$ cat config.mk
export PLATFORM = sky130hd
export DESIGN_NAME = arty_reset_ctrl_flat
export DESIGN_NICKNAME = d
export VERILOG_FILES = /design/src/rtl/arty_reset_ctrl_if.sv /design/src/rtl/arty_reset_ctrl.sv /design/src/flat_wrapper.sv
export SDC_FILE = /design/constraint.sdc
export NUM_CORES = 1
export LEC_CHECK = 0
export CAP_MARGIN = 15
export CORE_ASPECT_RATIO = 1.1
export CORE_UTILIZATION = 37
export CTS_CLUSTER_DIAMETER = 200
export DETAILED_ROUTE_END_ITERATION = 7
export GPL_TIMING_DRIVEN = 0
export PLACE_DENSITY = 0.55
export RECOVER_POWER = 100
export SKIP_LAST_GASP = 1
export SLEW_MARGIN = 30
export SYNTH_ARGS = -nofsm -noshare
export SYNTH_HDL_FRONTEND = slang
export SYNTH_SLANG_ARGS = --single-unit
$ cat constraint.sdc
create_clock -name clk_50m -period 3.8 [get_ports clk_50m]
set_input_delay 0.95 -clock clk_50m [delete_from_list [all_inputs] [get_ports clk_50m]]
set_output_delay 0.95 -clock clk_50m [all_outputs]
set_load 0.02 [all_outputs]
$ cat src/rtl/arty_reset_ctrl_if.sv
// Signal bundle between arty_reset_ctrl and its surroundings:
// lock/button/CPU reset requests in, sequenced resets and the reset cause out.
interface arty_reset_ctrl_if;
    logic       mmcm_locked;
    logic       btn_resetn;
    logic       cpu_sysresetreq;
    logic       cpu_lockup;
    logic       mmcm_resetn;
    logic       bus_resetn;
    logic       cpu_resetn;
    logic       sys_ready;
    logic [3:0] reset_cause;

    modport master (
        output mmcm_locked, btn_resetn, cpu_sysresetreq, cpu_lockup,
        input  mmcm_resetn, bus_resetn, cpu_resetn, sys_ready, reset_cause
    );

    modport slave (
        input  mmcm_locked, btn_resetn, cpu_sysresetreq, cpu_lockup,
        output mmcm_resetn, bus_resetn, cpu_resetn, sys_ready, reset_cause
    );
endinterface

$ cat src/rtl/arty_reset_ctrl.sv
// Reset sequencer for the clk_50m domain: pulses the MMCM reset, waits for a stable lock,
// then releases the bus reset followed by the CPU reset, and records why the last reset happened.
module arty_reset_ctrl #(
    parameter int SYNC_STAGES     = 2,
    parameter int DEBOUNCE_CYCLES = 16,
    parameter int MMCM_RST_CYCLES = 4,
    parameter int LOCK_TIMEOUT    = 1024,
    parameter int HOLD_CYCLES     = 64,
    parameter int CPU_DELAY       = 8,
    parameter bit LOCKUP_RST_EN   = 1'b1
) (
    input  logic             clk_50m,
    input  logic             reset,
    arty_reset_ctrl_if.slave io_ctrl
);

    localparam int MAX_A   = (MMCM_RST_CYCLES > LOCK_TIMEOUT) ? MMCM_RST_CYCLES : LOCK_TIMEOUT;
    localparam int MAX_B   = (HOLD_CYCLES > CPU_DELAY) ? HOLD_CYCLES : CPU_DELAY;
    localparam int CNT_MAX = (MAX_A > MAX_B) ? MAX_A : MAX_B;
    localparam int CNT_W   = (CNT_MAX > 1) ? $clog2(CNT_MAX) : 1;
    localparam int DB_W    = (DEBOUNCE_CYCLES > 1) ? $clog2(DEBOUNCE_CYCLES) : 1;

    localparam logic [CNT_W-1:0] MMCM_LAST = CNT_W'(MMCM_RST_CYCLES - 1);
    localparam logic [CNT_W-1:0] LOCK_LAST = CNT_W'(LOCK_TIMEOUT - 1);
    localparam logic [CNT_W-1:0] HOLD_LAST = CNT_W'(HOLD_CYCLES - 1);
    localparam logic [CNT_W-1:0] CPU_LAST  = CNT_W'(CPU_DELAY - 1);
    localparam logic [DB_W-1:0]  DB_LAST   = DB_W'(DEBOUNCE_CYCLES - 1);

    localparam logic [3:0] CAUSE_POR  = 4'b0001;
    localparam logic [3:0] CAUSE_BTN  = 4'b0010;
    localparam logic [3:0] CAUSE_LOCK = 4'b0100;
    localparam logic [3:0] CAUSE_SW   = 4'b1000;

    typedef enum logic [2:0] {
        ST_MMCM_RST,
        ST_WAIT_LOCK,
        ST_HOLD,
        ST_BUS_UP,
        ST_RUN
    } state_t;

    logic [SYNC_STAGES-1:0] r_lock_sync;
    logic [SYNC_STAGES-1:0] r_btn_sync;
    logic                   w_lock_s;
    logic                   w_btn_s;

    logic [DB_W-1:0]        r_db_cnt;
    logic                   r_db_armed;
    logic                   w_db_break;
    logic                   w_db_hit;
    logic                   w_btn_press;

    state_t                 r_state;
    state_t                 w_state_nxt;
    logic [CNT_W-1:0]       r_cnt;
    logic [CNT_W-1:0]       w_cnt_nxt;
    logic [CNT_W-1:0]       w_cnt_inc;
    logic [3:0]             r_cause;
    logic [3:0]             w_cause_nxt;
    logic                   w_sw_req;

    logic                   r_mmcm_resetn;
    logic                   r_bus_resetn;
    logic                   r_cpu_resetn;
    logic                   r_sys_ready;

    always_ff @(posedge clk_50m) begin
        if (reset) begin
            r_lock_sync <= '0;
            r_btn_sync  <= '1;
        end else begin
            r_lock_sync <= {r_lock_sync[SYNC_STAGES-2:0], io_ctrl.mmcm_locked};
            r_btn_sync  <= {r_btn_sync[SYNC_STAGES-2:0], io_ctrl.btn_resetn};
        end
    end

    assign w_lock_s = r_lock_sync[SYNC_STAGES-1];
    assign w_btn_s  = r_btn_sync[SYNC_STAGES-1];

    // One counter serves both directions: armed counts low samples, disarmed counts high ones.
    assign w_db_break  = (r_db_armed == w_btn_s);
    assign w_db_hit    = (r_db_cnt == DB_LAST);
    assign w_btn_press = r_db_armed && !w_btn_s && w_db_hit;

    always_ff @(posedge clk_50m) begin
        if (reset) begin
            r_db_cnt   <= '0;
            r_db_armed <= 1'b1;
        end else if (w_db_break) begin
            r_db_cnt   <= '0;
        end else if (w_db_hit) begin
            r_db_cnt   <= '0;
            r_db_armed <= !r_db_armed;
        end else if (r_db_cnt != {DB_W{1'b1}}) begin
            r_db_cnt   <= r_db_cnt + 1'b1;
        end
    end

    assign w_sw_req  = io_ctrl.cpu_sysresetreq || (LOCKUP_RST_EN && io_ctrl.cpu_lockup);
    assign w_cnt_inc = (r_cnt == {CNT_W{1'b1}}) ? r_cnt : r_cnt + 1'b1;

    always_comb begin
        w_state_nxt = r_state;
        w_cnt_nxt   = w_cnt_inc;
        w_cause_nxt = r_cause;
        case (r_state)
            ST_MMCM_RST: begin
                if (w_btn_press) begin
                    w_cnt_nxt   = '0;
                    w_cause_nxt = CAUSE_BTN;
                end else if (r_cnt == MMCM_LAST) begin
                    w_state_nxt = ST_WAIT_LOCK;
                    w_cnt_nxt   = '0;
                end
            end
            ST_WAIT_LOCK: begin
                if (w_btn_press) begin
                    w_state_nxt = ST_MMCM_RST;
                    w_cnt_nxt   = '0;
                    w_cause_nxt = CAUSE_BTN;
                end else if (w_lock_s) begin
                    w_state_nxt = ST_HOLD;
                    w_cnt_nxt   = '0;
                end else if (r_cnt == LOCK_LAST) begin
                    w_state_nxt = ST_MMCM_RST;
                    w_cnt_nxt   = '0;
                    w_cause_nxt = CAUSE_LOCK;
                end
            end
            ST_HOLD: begin
                if (w_btn_press) begin
                    w_state_nxt = ST_MMCM_RST;
                    w_cnt_nxt   = '0;
                    w_cause_nxt = CAUSE_BTN;
                end else if (!w_lock_s) begin
                    w_cnt_nxt   = '0;
                end else if (r_cnt == HOLD_LAST) begin
                    w_state_nxt = ST_BUS_UP;
                    w_cnt_nxt   = '0;
                end
            end
            ST_BUS_UP: begin
                if (!w_lock_s) begin
                    w_state_nxt = ST_WAIT_LOCK;
                    w_cnt_nxt   = '0;
                    w_cause_nxt = CAUSE_LOCK;
                end else if (w_btn_press) begin
                    w_state_nxt = ST_MMCM_RST;
                    w_cnt_nxt   = '0;
                    w_cause_nxt = CAUSE_BTN;
                end else if (r_cnt == CPU_LAST) begin
                    w_state_nxt = ST_RUN;
                    w_cnt_nxt   = '0;
                end
            end
            ST_RUN: begin
                w_cnt_nxt = '0;
                if (!w_lock_s) begin
                    w_state_nxt = ST_WAIT_LOCK;
                    w_cause_nxt = CAUSE_LOCK;
                end else if (w_btn_press) begin
                    w_state_nxt = ST_MMCM_RST;
                    w_cause_nxt = CAUSE_BTN;
                end else if (w_sw_req) begin
                    w_state_nxt = ST_HOLD;
                    w_cause_nxt = CAUSE_SW;
                end
            end
            default: begin
                w_state_nxt = ST_MMCM_RST;
                w_cnt_nxt   = '0;
            end
        endcase
    end

    // Outputs are registered from the next state so they change on the same edge as the state.
    always_ff @(posedge clk_50m) begin
        if (reset) begin
            r_state       <= ST_MMCM_RST;
            r_cnt         <= '0;
            r_cause       <= CAUSE_POR;
            r_mmcm_resetn <= 1'b0;
            r_bus_resetn  <= 1'b0;
            r_cpu_resetn  <= 1'b0;
            r_sys_ready   <= 1'b0;
        end else begin
            r_state       <= w_state_nxt;
            r_cnt         <= w_cnt_nxt;
            r_cause       <= w_cause_nxt;
            r_mmcm_resetn <= (w_state_nxt != ST_MMCM_RST);
            r_bus_resetn  <= (w_state_nxt == ST_BUS_UP) || (w_state_nxt == ST_RUN);
            r_cpu_resetn  <= (w_state_nxt == ST_RUN);
            r_sys_ready   <= (w_state_nxt == ST_RUN);
        end
    end

    assign io_ctrl.mmcm_resetn = r_mmcm_resetn;
    assign io_ctrl.bus_resetn  = r_bus_resetn;
    assign io_ctrl.cpu_resetn  = r_cpu_resetn;
    assign io_ctrl.sys_ready   = r_sys_ready;
    assign io_ctrl.reset_cause = r_cause;

endmodule
$ cat src/flat_wrapper.sv
// flat-port wrapper written by rule: the top's interface ports become plain ports
module arty_reset_ctrl_flat 
#(
    parameter int SYNC_STAGES     = 2,
    parameter int DEBOUNCE_CYCLES = 16,
    parameter int MMCM_RST_CYCLES = 4,
    parameter int LOCK_TIMEOUT    = 1024,
    parameter int HOLD_CYCLES     = 64,
    parameter int CPU_DELAY       = 8,
    parameter bit LOCKUP_RST_EN   = 1'b1
)
  (clk_50m, reset, io_ctrl_mmcm_locked, io_ctrl_btn_resetn, io_ctrl_cpu_sysresetreq, io_ctrl_cpu_lockup, io_ctrl_mmcm_resetn, io_ctrl_bus_resetn, io_ctrl_cpu_resetn, io_ctrl_sys_ready, io_ctrl_reset_cause);
  arty_reset_ctrl_if io_ctrl_i ();
  input  logic clk_50m;
  input  logic reset;
  input wire logic [$bits(io_ctrl_i.mmcm_locked)-1:0] io_ctrl_mmcm_locked;
  input wire logic [$bits(io_ctrl_i.btn_resetn)-1:0] io_ctrl_btn_resetn;
  input wire logic [$bits(io_ctrl_i.cpu_sysresetreq)-1:0] io_ctrl_cpu_sysresetreq;
  input wire logic [$bits(io_ctrl_i.cpu_lockup)-1:0] io_ctrl_cpu_lockup;
  output wire logic [$bits(io_ctrl_i.mmcm_resetn)-1:0] io_ctrl_mmcm_resetn;
  output wire logic [$bits(io_ctrl_i.bus_resetn)-1:0] io_ctrl_bus_resetn;
  output wire logic [$bits(io_ctrl_i.cpu_resetn)-1:0] io_ctrl_cpu_resetn;
  output wire logic [$bits(io_ctrl_i.sys_ready)-1:0] io_ctrl_sys_ready;
  output wire logic [$bits(io_ctrl_i.reset_cause)-1:0] io_ctrl_reset_cause;
  assign io_ctrl_i.mmcm_locked = io_ctrl_mmcm_locked;
  assign io_ctrl_i.btn_resetn = io_ctrl_btn_resetn;
  assign io_ctrl_i.cpu_sysresetreq = io_ctrl_cpu_sysresetreq;
  assign io_ctrl_i.cpu_lockup = io_ctrl_cpu_lockup;
  assign io_ctrl_mmcm_resetn = io_ctrl_i.mmcm_resetn;
  assign io_ctrl_bus_resetn = io_ctrl_i.bus_resetn;
  assign io_ctrl_cpu_resetn = io_ctrl_i.cpu_resetn;
  assign io_ctrl_sys_ready = io_ctrl_i.sys_ready;
  assign io_ctrl_reset_cause = io_ctrl_i.reset_cause;
  arty_reset_ctrl #(.SYNC_STAGES(SYNC_STAGES), .DEBOUNCE_CYCLES(DEBOUNCE_CYCLES), .MMCM_RST_CYCLES(MMCM_RST_CYCLES), .LOCK_TIMEOUT(LOCK_TIMEOUT), .HOLD_CYCLES(HOLD_CYCLES), .CPU_DELAY(CPU_DELAY), .LOCKUP_RST_EN(LOCKUP_RST_EN)) u_core (.clk_50m(clk_50m), .reset(reset), .io_ctrl(io_ctrl_i));
endmodule
## Word-level counts from Yosys, hierarchy flattened

Index checks and enable logic that the tools add are counted.

| storage, ports and cells | value |
|---|---|
| logic and storage cells | 79 |
| register bits | 29 |
| output and inout bits | 8 |

| cells by class | value |
|---|---|
| bitwise operators | 1 |
| add/sub/neg operators | 2 |
| eq/ne operators | 16 |
| mux-type cells | 37 |
| reduce and logical (&&, ||, !) cells | 13 |

Operator list:

| kind | count |
|---|---|
| $mux 10 | 12 |
| $mux 3 | 14 |
| $pmux 10 s4 | 1 |
| $mux 4 | 8 |
| $pmux 4 s4 | 1 |
| $pmux 3 s5 | 1 |
| $add 10x1->10 const B | 1 |
| $eq 10x10->1 const B | 1 |
| $eq 10x2->1 const B | 1 |
| $eq 10x3->1 const B | 1 |
| $eq 10x6->1 const B | 1 |
| $eq 3x2->1 const B | 3 |
| $ne 4x4->1 const B | 2 |
| $eq 3x3->1 const B | 2 |
| $add 4x1->4 const B | 1 |
| $eq 4x4->1 const B | 1 |
| $reduce_and 4->1 | 1 |
| $reduce_bool 4->1 | 1 |
| $eq 3x1->1 const B | 1 |
| $logic_not 3->1 | 1 |
| $ne 3x1->1 const B | 1 |
| $ne 3x3->1 const B | 1 |
| $reduce_bool 3->1 | 1 |
| $reduce_or 3->1 | 1 |
| 7 further kinds | 10 |

## Longest topological paths before layout

Gate-level depths: netlist of the first run.

| logic depth | value |
|---|---|
| word-level depth | 8 |
| mapped depth | 7 |
| depth with buffers taken out | 7 |

## Worst setup path after synthesis of the first run

No wires, ideal clock.

| path | value |
|---|---|
| kind | input to register |
| start | in io_ctrl_cpu_lockup |
| end | reg u_core.r_bus_resetn, in the netlist u_core.io_ctrl.bus_resetn |
| setup slack | 1758 ps |
| path buffers | 0 |
| stages | 5 |
| required time | 3668 ps |
| arrival time | 1910 ps |
| setup time | 132 ps |
| cell sequence | or2_2 and4b_1 o31ai_1 a21o_1 o22ai_1 |

| on the way | value |
|---|---|
| cells in the longest elaborated chain, start to end | 7 |
| elaborated cells between the ends (all ways) | 8 |

RTL lines:

| element | RTL line | RTL |
|---|---|---|
| from (decl) | flat_wrapper.sv:19 | `input wire logic [$bits(io_ctrl_i.cpu_lockup)-1:0] io_ctrl_cpu_lockup;` |
| $logic_or 1x1->1 (*) | arty_reset_ctrl.sv:99 | `assign w_sw_req = io_ctrl.cpu_sysresetreq \|\| (LOCKUP_RST_EN && io_ctrl.cpu_lockup);` |
| $mux 3 (*) | arty_reset_ctrl.sv:164 | `end else if (w_sw_req) begin` |
| $mux 3 (*) | arty_reset_ctrl.sv:161 | `end else if (w_btn_press) begin` |
| $mux 3 (*) | arty_reset_ctrl.sv:158 | `if (!w_lock_s) begin` |
| $pmux 3 s5 (*) | arty_reset_ctrl.sv:106 | `case (r_state)` |
| $eq 3x2->1 / $eq 3x3->1 (equally long branches) | arty_reset_ctrl.sv:191 | `r_bus_resetn <= (w_state_nxt == ST_BUS_UP) \|\| (w_state_nxt == ST_RUN);` |
| $logic_or 1x1->1 (*) | arty_reset_ctrl.sv:191 |  |
| to (signal assigned) | arty_reset_ctrl.sv:191 |  |
| to (decl) | arty_reset_ctrl.sv:63 | `logic r_bus_resetn;` |

Mark *: on every way between the ends. The rest lies on a longest branch, timed or not.
A chain may end at the register's enable or synchronous reset.

## Worst setup path in the final report of the first run

| path | value |
|---|---|
| start | reg u_core.r_cnt[0] |
| end | reg u_core.r_cnt[0] |

| on the way | value |
|---|---|
| cells in the longest elaborated chain, start to end | 6 |
| elaborated cells between the ends (all ways) | 18 |

RTL lines:

| element | RTL line | RTL |
|---|---|---|
| from (decl) | arty_reset_ctrl.sv:55 | `logic [CNT_W-1:0] r_cnt;` |
| from (signal assigned) | arty_reset_ctrl.sv:188 | `r_cnt <= w_cnt_nxt;` |
| $add 10x1->10 / $eq 10x10->1 (equally long branches) | arty_reset_ctrl.sv:100, arty_reset_ctrl.sv:124 |  |
| $mux 10 | arty_reset_ctrl.sv:100 | `assign w_cnt_inc = (r_cnt == {CNT_W{1'b1}}) ? r_cnt : r_cnt + 1'b1;` |
| $mux 10 (on tied branches) | arty_reset_ctrl.sv:151, arty_reset_ctrl.sv:124, arty_reset_ctrl.sv:137 |  |
| $mux 10 (on tied branches) | arty_reset_ctrl.sv:147, arty_reset_ctrl.sv:121, arty_reset_ctrl.sv:135 |  |
| $mux 10 (on tied branches) | arty_reset_ctrl.sv:143, arty_reset_ctrl.sv:117, arty_reset_ctrl.sv:131 |  |
| $pmux 10 s4 (*) | arty_reset_ctrl.sv:106 |  |

Marked as above.

==> flow_summary.json, run 1 <==
{
  "finalSetupViolations": 0,
  "die_area_sq_um": 4264,
  "critPathRequiredTime_ps": 3980,
  "io_buffers": 13,
  "dp_hpwl_microns": 2307,
  "io_pins": 14,
  "holdBufCountCts": 0,
  "ir_drop_mv": 0.1702,
  "p_per_area_nw_per_um2": 431.1,
  "final_nets": 205,
  "std_cell_rows": 23,
  "yosysTopAreaCell": "dfxtp_1",
  "yosysSeqAreaShare": 0.3916,
  "fin_skew_ps": 6.712,
  "synth_top_family_by_area": "simple AND/OR/NAND/NOR gates",
  "min_period_ps": 2500,
  "ys.flop_type": "dfxtp_1",
  "ys_warn_count": 0,
  "cts.repair.resized": 0,
  "yosys.area.top_type_share": 0.3916,
  "synth_edf_count": 0,
  "track_usage": 0.1682,
  "routed_wl_microns": 3123,
  "post-route-period-util": 0.6579,
  "cts_buffer_depth": 2,
  "synth_fp_nets": 185,
  "cts_setup_buffers": 0,
  "grt_max_degree": 11,
  "n_antenna_cell": 0,
  "num_vias": 1302,
  "cts_tree": "yes",
  "cts_root_buffer": "clkbuf_8",
  "fin_setup_tns_ps": 0,
  "arrival_ps": 2680,
  "fillers": 388,
  "synth.most_common_cell": "dfxtp_1",
  "worst_pin_slew_ps": 818.2,
  "synth_seq_cells": 29,
  "worstSetupPathType": "reg2reg",
  "gp_congestion": 0.8334,
  "leakage_nw": 0.6538,
  "worstSkewPairLatency_ps": 280,
  "synthAdderAreaFrac": 0.04219,
  "max_freq_mhz": 400.0,
  "syn_area_sq_um": 1483,
  "layout-drive-gt1-share": 0.09744,
  "drc": 0,
  "syn_avg_cell_area_sq_um": 8.521,
  "drv_slew": 0,
  "grt.overflow.total": 0,
  "cp-start-kind": "register",
  "hold_path.class": "reg2reg",
  "synthMuxAreaShare": 0.01350,
  "synthTopCellsByCount": "dfxtp_1 (29), nor2_1 (25), nand2_1 (11), nand3_1 (10), nor2b_1 (8)",
  "htreeDepth": 2,
  "drv_cap": 0,
  "post_drt_wl_per_cell_microns": 12.75,
  "path_clk_slew_ps": 60,
  "die_y_microns": 68.39,
  "synth_compound_area_frac": 0.1131,
  "cts_buffers": 5,
  "start_util": 0.3963,
  "syn_to_final_growth_pct": 18.48,
  "synthArstFlopShare": 0,
  "synth_area_leaders": "dfxtp_1 (39%), nor2_1 (6.3%), ha_1 (4.2%)",
  "antenna_found_initial": 0,
  "ys_types": 41,
  "synth-simple-area-share": 0.3586,
  "core_area_sq_um": 3741,
  "path_max_fanout": 7,
  "grt_pass1_wl_microns": 5451,
  "route.antenna.remaining_nets": 0,
  "slew_headroom": 0.4504,
  "die_w_microns": 62.36,
  "grt_pass1_vias": 1223,
  "synthXorXnorAreaFrac": 0.04726,
  "viasPerCell": 5.314,
  "run_status": "finished, final reports clean",
  "critPathCaptureType": "register",
  "hold_viol_final": 0,
  "drtIter0Drc": 52,
  "syn_inst": 174,
  "fin_hold_ws_ps": 417.7,
  "rsz0062_at_grt": "no",
  "firstDrtPassIters": 4,
  "clock_sinks": 29
}
## state kept, by name, summed over array words and instances, names as in the netlist
signal / count
u_core.r_lock_sync: 2
u_core.r_cnt: 10
u_core.io_ctrl.reset_cause: 4
u_core.io_ctrl.cpu_resetn: 1
u_core.io_ctrl.bus_resetn: 1
u_core.io_ctrl.mmcm_resetn: 1
u_core.r_state: 3
u_core.r_btn_sync: 2
u_core.r_db_cnt: 4
u_core.r_db_armed: 1
## layer usage
metal  vias to the layer above  GRT usage  share of wire
li1                        657          -              -
met1                       617     0.1980           0.47
met2                        22     0.2898           0.48
met3                         6    0.05000          0.038
met4                         0    0.06977          0.016
met5                         -          0              0
## cell type report
type                       count  area [sq um]  area share
multi-input combinational    133         847.1      0.4822
sequential                    29         580.6      0.3305
timing repair buffer          13         130.1     0.07407
clock buffer                   5         68.82     0.03917
tap                           50         62.56     0.03561
buffer                         6         27.53     0.01567
inverter                       6         22.52     0.01282
clock inverter                 3         17.52    0.009972
## path summary, 6_finish.rpt
check	startpoint	endpoint	slack, ps	cells past startpoint
worst max-delay path	u_core.r_cnt[0]$_SDFF_PP0_	u_core.r_cnt[0]$_SDFF_PP0_	1300	6
worst min-delay path	u_core.r_btn_sync[0]$_SDFF_PP1_	u_core.r_btn_sync[1]$_SDFF_PP1_	420	1
worst max register to register	u_core.r_cnt[0]$_SDFF_PP0_	u_core.r_cnt[0]$_SDFF_PP0_	1300	6
worst min register to register	u_core.r_btn_sync[0]$_SDFF_PP1_	u_core.r_btn_sync[1]$_SDFF_PP1_	420	1
## power by group
group          total, mW  internal [mW]  switching, mW  leakage [nW]
clock network      0.245          0.126          0.119        0.0439
registers          0.355          0.330         0.0253         0.235
logic              0.157         0.0677         0.0893         0.374
total              0.757          0.524          0.234         0.654
## worst max-delay path, cell delays in order, from the launching register on
cell and delay [ps]:
dfxtp_1 420, ha_1 230, nand4_1 130, nor3_1 650, inv_1 280, ha_1 360
o41ai_1 320
## metrics by stage
step	total power, mW	cells	area (sq um)	setup slack (ps)	utilization
after floorplan	0.4700	174	1483	1758	-
after global placement	0.5166	237	1675	1271	0.4478
after detailed placement	0.5216	237	1675	1274	0.4478
after CTS	0.7670	245	1762	1550	0.4709
after global routing	0.7994	245	1757	1081	0.4696
final	0.7573	245	1757	1300	0.4696
## cell usage in the layout (no fill, tap or decap), types with 2 or more instances in the layout
master,synthesis,final
o21ai_0,7,7
o221ai_1,2,2
a21oi_1,6,6
nor2_1,25,25
clkinv_2,0,2
clkdlybuf4s50_1,0,3
nor2b_1,8,8
dfxtp_1,29,29
and3_1,2,2
nand4b_1,2,2
nand3b_1,2,2
mux2i_1,2,2
nand3_1,10,10
xnor2_1,5,5
or2_2,3,3
inv_1,6,6
xor2_1,3,3
nor4_1,2,2
a21o_1,2,2
or3b_2,2,2
clkbuf_8,0,5
dlygate4sd3_1,0,10
nor3b_1,4,4
nand2_1,11,11
nor3_1,7,8
a31oi_1,2,2
clkbuf_1,4,4
nand4_1,4,4
ha_1,5,5
nand2b_1,3,3
## logic make-up after synthesis
logic type	Yosys count
AND/OR/NAND/NOR	94
flip-flops	29
AO/OA/AOI/OAI	24
buffers and inverters	12
XOR/XNOR	8
adder cells (fa/ha/maj)	5
multiplexers	2
Note: power is estimated with default switching activity, not from simulation.
==> run 2: changes to the inputs <==
==> constraint.sdc (replaced) <==
create_clock -name clk_50m -period 2.5 [get_ports clk_50m]
set_input_delay 0.625 -clock clk_50m [delete_from_list [all_inputs] [get_ports clk_50m]]
set_output_delay 0.625 -clock clk_50m [all_outputs]
set_load 0.02 [all_outputs]
==> flow_summary.json, run 2 (synthesis gave the netlist of run 1 again) <==
{
  "run_status": "finished, final reports clean",
  "antenna_found_initial": 0,
  "cts_buffer_depth": 2,
  "worst_pin_slew_ps": 569.3,
  "critPathBufInv": 0,
  "fin_skew_ps": 7.101,
  "ir_drop_mv": 0.2587,
  "final_nets": 205,
  "n_antenna_cell": 0,
  "crit_start": "u_core.r_cnt[0]$_SDFF_PP0_",
  "cts_tree": "yes",
  "critPathCaptureType": "register",
  "cp-start-kind": "register",
  "syn_to_final_growth_pct": 18.82,
  "largest_reg_flops": 10,
  "path_cells": "ha_1 > nand3_1 > or3b_1 > nor2b_1 > o41ai_4 > nor2_1",
  "crit_family": "simple AND/OR/NAND/NOR gates",
  "finalSetupViolations": 0,
  "final-seq-area_sq_um": 580.6,
  "min_period_ps": 2223,
  "regMostFlops": "u_core.r_cnt",
  "holdBufCountCts": 0,
  "worstSkewPairLatency_ps": 280,
  "cts_buffers": 5,
  "viasPerCell": 5.318,
  "path_depth": 6,
  "cts_setup_buffers": 0,
  "slew_headroom": 0.6192,
  "timing.rr.start": "u_core.r_cnt[0]$_SDFF_PP0_",
  "num_vias": 1303,
  "max_freq_mhz": 449.9,
  "track_usage": 0.1682,
  "layout-drive-gt1-share": 0.1026,
  "fin_setup_tns_ps": 0,
  "multi_input_area_sq_um": 852.1,
  "start_util": 0.3963,
  "routed_wl_microns": 3135,
  "cts.repair.resized": 0,
  "post_drt_wl_per_cell_microns": 12.80,
  "crit_slowest_cell": "o41ai_4",
  "htreeDepth": 2,
  "setup_slack_ps": 277.1,
  "io_pins": 14,
  "drc": 0,
  "path_max_fanout": 8,
  "rsz0062_at_grt": "no",
  "die_w_microns": 62.36,
  "drv_slew": 0,
  "endpoint": "u_core.r_cnt[9]$_SDFF_PP0_",
  "fin_util": 0.4709,
  "final_common_cell": "dfxtp_1",
  "core_area_sq_um": 3741,
  "hold_path.class": "reg2reg",
  "post-route-period-util": 0.8892,
  "route.antenna.remaining_nets": 0,
  "clock_sinks": 29,
  "p_per_area_nw_per_um2": 653.6,
  "path_clk_slew_ps": 60,
  "drv_cap": 0,
  "worstSetupPathType": "reg2reg",
  "r2r_setup_slack_ps": 280,
  "layout_common_cells": "dfxtp_1 (29), nor2_1 (25), nand2_1 (11), nand3_1 (10), dlygate4sd3_1 (10)",
  "cts_root_buffer": "clkbuf_8",
  "io_buffers": 13,
  "reg2reg_depth": 6,
  "dpl_worst_slack_ps": 298.5,
  "arrival_ps": 2370,
  "grt_max_degree": 11,
  "gp_congestion": 0.8334,
  "die_area_sq_um": 4264,
  "die_y_microns": 68.39,
  "firstDrtPassIters": 4,
  "dp_hpwl_microns": 2307,
  "reg2reg_to": "u_core.r_cnt[9]$_SDFF_PP0_",
  "hold_viol_final": 0,
  "grt_pass1_vias": 1223,
  "grt.overflow.total": 0,
  "max_stage_delay_ps": 560,
  "leakage_nw": 0.6538,
  "critPathRequiredTime_ps": 2640,
  "std_cell_rows": 23,
  "fillers": 388,
  "drtIter0Drc": 57,
  "grt_pass1_wl_microns": 5451
}
==> run 2: worst min-delay path by stage <==
stage | slack (ps) | startpoint | cells past startpoint | endpoint
finish | 420 | u_core.r_btn_sync[0]$_SDFF_PP1_ | 1 | u_core.r_btn_sync[1]$_SDFF_PP1_
global route | 430 | u_core.r_btn_sync[0]$_SDFF_PP1_ | 1 | u_core.r_btn_sync[1]$_SDFF_PP1_
CTS | 420 | u_core.r_btn_sync[0]$_SDFF_PP1_ | 1 | u_core.r_btn_sync[1]$_SDFF_PP1_
detailed placement | 410 | u_core.r_btn_sync[0]$_SDFF_PP1_ | 1 | u_core.r_btn_sync[1]$_SDFF_PP1_
global placement | 400 | u_core.r_btn_sync[0]$_SDFF_PP1_ | 1 | u_core.r_btn_sync[1]$_SDFF_PP1_
floorplan | 390 | u_core.r_btn_sync[0]$_SDFF_PP1_ | 1 | u_core.r_btn_sync[1]$_SDFF_PP1_
==> run 2: metrics by stage <==
step | std cells | hold WS, ps | area, sq um | total power [mW]
after floorplan | 174 | 389.5 | 1483 | 0.7144
after global routing | 245 | 429.5 | 1762 | 1.215
after CTS | 245 | 421.5 | 1762 | 1.166
after global placement | 237 | 400.8 | 1675 | 0.7852
final | 245 | 417.7 | 1762 | 1.151
after detailed placement | 237 | 405.5 | 1675 | 0.7928
==> run 2: worst register-to-register path: cells and delay by family, from the launching register on <==
family                     cells  cell delay, ps
and+or+nand+nor                4             870
AOI/OAI and AO/OA              1             560
DFF                            1             430
adders and majority gates      1             240
==> run 2: layout make-up <==
type	count	area share
Clock buffer	5	0.03906
Inverter	6	0.01278
Buffer	6	0.01562
Tap cell	50	0.03551
Timing Repair Buffer	13	0.07386
Sequential cell	29	0.3295
Clock inverter	3	0.009943
Multi-Input combinational cell	133	0.4837
==> run 2: routing by layer <==
metal  share of wire  routed length [microns]  GRT usage  vias to the layer above
met3           0.041                      127    0.05000                        6
met4           0.016                       51    0.06977                        0
met5               0                        0          0                        -
met1            0.47                     1463     0.1980                      613
met2            0.48                     1493     0.2898                       24
li1                -                        -          -                      660
==> run 2: where the power goes <==
group          internal (mW)  switching, mW
registers              0.502         0.0386
clock network          0.191          0.181
logic                  0.103          0.136
total                  0.796          0.355
==> edit, RTL diff (flow settings as in run 2) <==
Reset style: asynchronous (`reset`), changed in 3 clocked blocks.
--- a/src/rtl/arty_reset_ctrl.sv
+++ b/src/rtl/arty_reset_ctrl.sv
@@ -64,7 +64,7 @@
     logic                   r_cpu_resetn;
     logic                   r_sys_ready;
 
-    always_ff @(posedge clk_50m) begin
+    always_ff @(posedge clk_50m or posedge reset) begin
         if (reset) begin
             r_lock_sync <= '0;
             r_btn_sync  <= '1;
@@ -82,7 +82,7 @@
     assign w_db_hit    = (r_db_cnt == DB_LAST);
     assign w_btn_press = r_db_armed && !w_btn_s && w_db_hit;
 
-    always_ff @(posedge clk_50m) begin
+    always_ff @(posedge clk_50m or posedge reset) begin
         if (reset) begin
             r_db_cnt   <= '0;
             r_db_armed <= 1'b1;
@@ -174,7 +174,7 @@
     end
 
     // Outputs are registered from the next state so they change on the same edge as the state.
-    always_ff @(posedge clk_50m) begin
+    always_ff @(posedge clk_50m or posedge reset) begin
         if (reset) begin
             r_state       <= ST_MMCM_RST;
             r_cnt         <= '0;
Behaviour: differs if reset is asserted again (counterexample within 10 cycles, from zero or initial values and one cycle with reset high); with reset held inactive, the same outputs for 10 cycles.
==> edit against run 2 <==
Worst setup slack got worse by 20 ps. Via count fell by 3.3%. Count of clock-buffer cells in the layout rose by 2. Maximum frequency fell by 0.89%. Routed wire length rose by 1.5%. Clock skew fell by 4.7 ps. Synthesized area rose by 5.0%. Final area rose by 5.2%. Cell count fell by 4.9%. Sequential cell count did not move. Critical path type unchanged. Critical endpoint is now u_core.r_cnt[3].
Power is not compared: it rests on default switching activity, and its combinational part moved more than twofold at a synthesized area within 25%.
==> edit: results (changes against run 2) <==
** Outcome
- Outcome :: finished clean

** Clock tree
- The clock-pin transition on the worst setup and hold timing paths is 60 ps (about the same).
- Clock insertion delay at the later pin of the skew report :: 280 ps (about the same)
- Count of instances resized after the clock tree is built :: 0 (unchanged)
- Setup bufs post-CTS :: 0 (unchanged)

** Synthesis
- Adder-cell share of the synthesized area :: 4.02% (-0.20 points)
- Share of synthesized area occupied by flip-flops and latches :: 46.9% (+7.8 points)
- The distinct cell type count of the synthesized netlist was 51 (+24%).
- Number of synthesis warnings :: 0 (unchanged)
- The share of cell area taken by muxes after synthesis came to 0.643% (-0.71 points).
- Share of synthesized registers carrying an async set or reset :: 100% (+100 points)
- The parity-gate share of the synthesized area counting xor and xnor cells was 3.38% (-1.3 points).
- The net count after synthesis came to 171 (-7.6%).
- Among all flip-flop cells after synthesis, the most frequent one is dfrtp_1.
- Cell types with the highest counts after synthesis :: dfrtp_1 (25), nor2_1 (20), nand2_1 (12)

** Timing
- The final worst-path setup slack came to 257 ps (-20.0 ps).
- The transition at the pin with the smallest max-transition slack came to 1070 ps (+498 ps).
- The worst clock skew on the final layout was 2.39 ps (-4.71 ps).

** Drt
- Iteration-0 DRC count of the detailed router :: 48 (-16%)
- Wire length on met1 :: 1.44 mm (-1.8%)
- Wire length on met2 :: 1.59 mm (+6.6%)
- The via density per instance is 5.41 (+1.7%).
- The detailed route wirelength on metal3 was 102 um (-20%).
- The routed wire length came to 3.18 mm (+1.5%).

** Worst hold path
- The hold-critical path depth came to 0 (-1).
- The path with the worst hold slack has its endpoint at u_core.r_btn_sync[1].
- The startpoint identified for the worst hold timing path is u_core.r_btn_sync[0].

** Global routing
- The total global routing track utilization was 16.5% (-0.28 points).
- The maximum number of pins on one net before global-route repair is 30 (+19).
- The met3 track demand over resource in global routing came to 3.43% (-1.6 points).
- The number of global-route vias before repair was 1,303 (+6.5%).
- The met2 track utilization from global routing is 28.3% (-0.73 points).
- Wire length of the first global-routing pass :: 5.78 mm (+6.1%)
- GR Layer Usage met1 :: 20.0% (+0.18 points)

** Cells and area
- The ratio of cells with drive above 1 in the final layout came to 11.0% (+0.79 points).
- The number of nets in the layout came to 191 (-6.8%).
- FILL cells :: 383 (-1.3%)

** Placed design
- The final weighted congestion in routability-driven placement is 0.807 (-3.1%).
- The placed wire-length estimate is 2.34 mm (+1.5%).
- Pre-CTS WS :: 375 ps (+76.5 ps)

** Setup path
- Source of the critical timing path :: u_core.r_cnt[9]
- The largest incremental delay on the critical path was 600 ps (+40 ps).
- In this design, the largest share of critical-path delay is due to simple AND/OR/NAND/NOR gates.
- Number of cells on the worst reg-to-reg path :: 5 (-1)
- End point of the critical path :: u_core.r_cnt[3]
- Among all stages on the critical path, the largest delay is contributed by or4_1.
edit: changes by cell type after synthesis, sizes merged, moves of 3 or more:
cell	change
o21ba	+3
nor2	-5
clkbuf	-3
dfxtp	-29
nand3	-6
inv	+4
nor2b	-4
dfrtp	+25
nor3	-3
dfstp	+4
edit: area by class of cell:
cell class / instances / share of cell area (%)
Inverter: 10 / 2.03
Tap cell: 52 / 3.51
Sequential cell: 29 / 39.4
Timing Repair Buffer: 13 / 7.02
Clock buffer: 7 / 4.66
Clock inverter: 1 / 1.62
Buffer: 4 / 1.49
Multi-Input combinational cell: 117 / 40.2
edit: stage by stage:
stage / hold WS (ps) / area (sq um) / power, mW / instances
finish: 362 / 1850 / 1.58 / 233
floorplan: 331 / 1560 / 0.966 / 160
global route: 365 / 1850 / 1.68 / 233
global placement: 334 / 1750 / 1.10 / 225
detailed placement: 352 / 1750 / 1.12 / 225
CTS: 364 / 1870 / 1.62 / 233
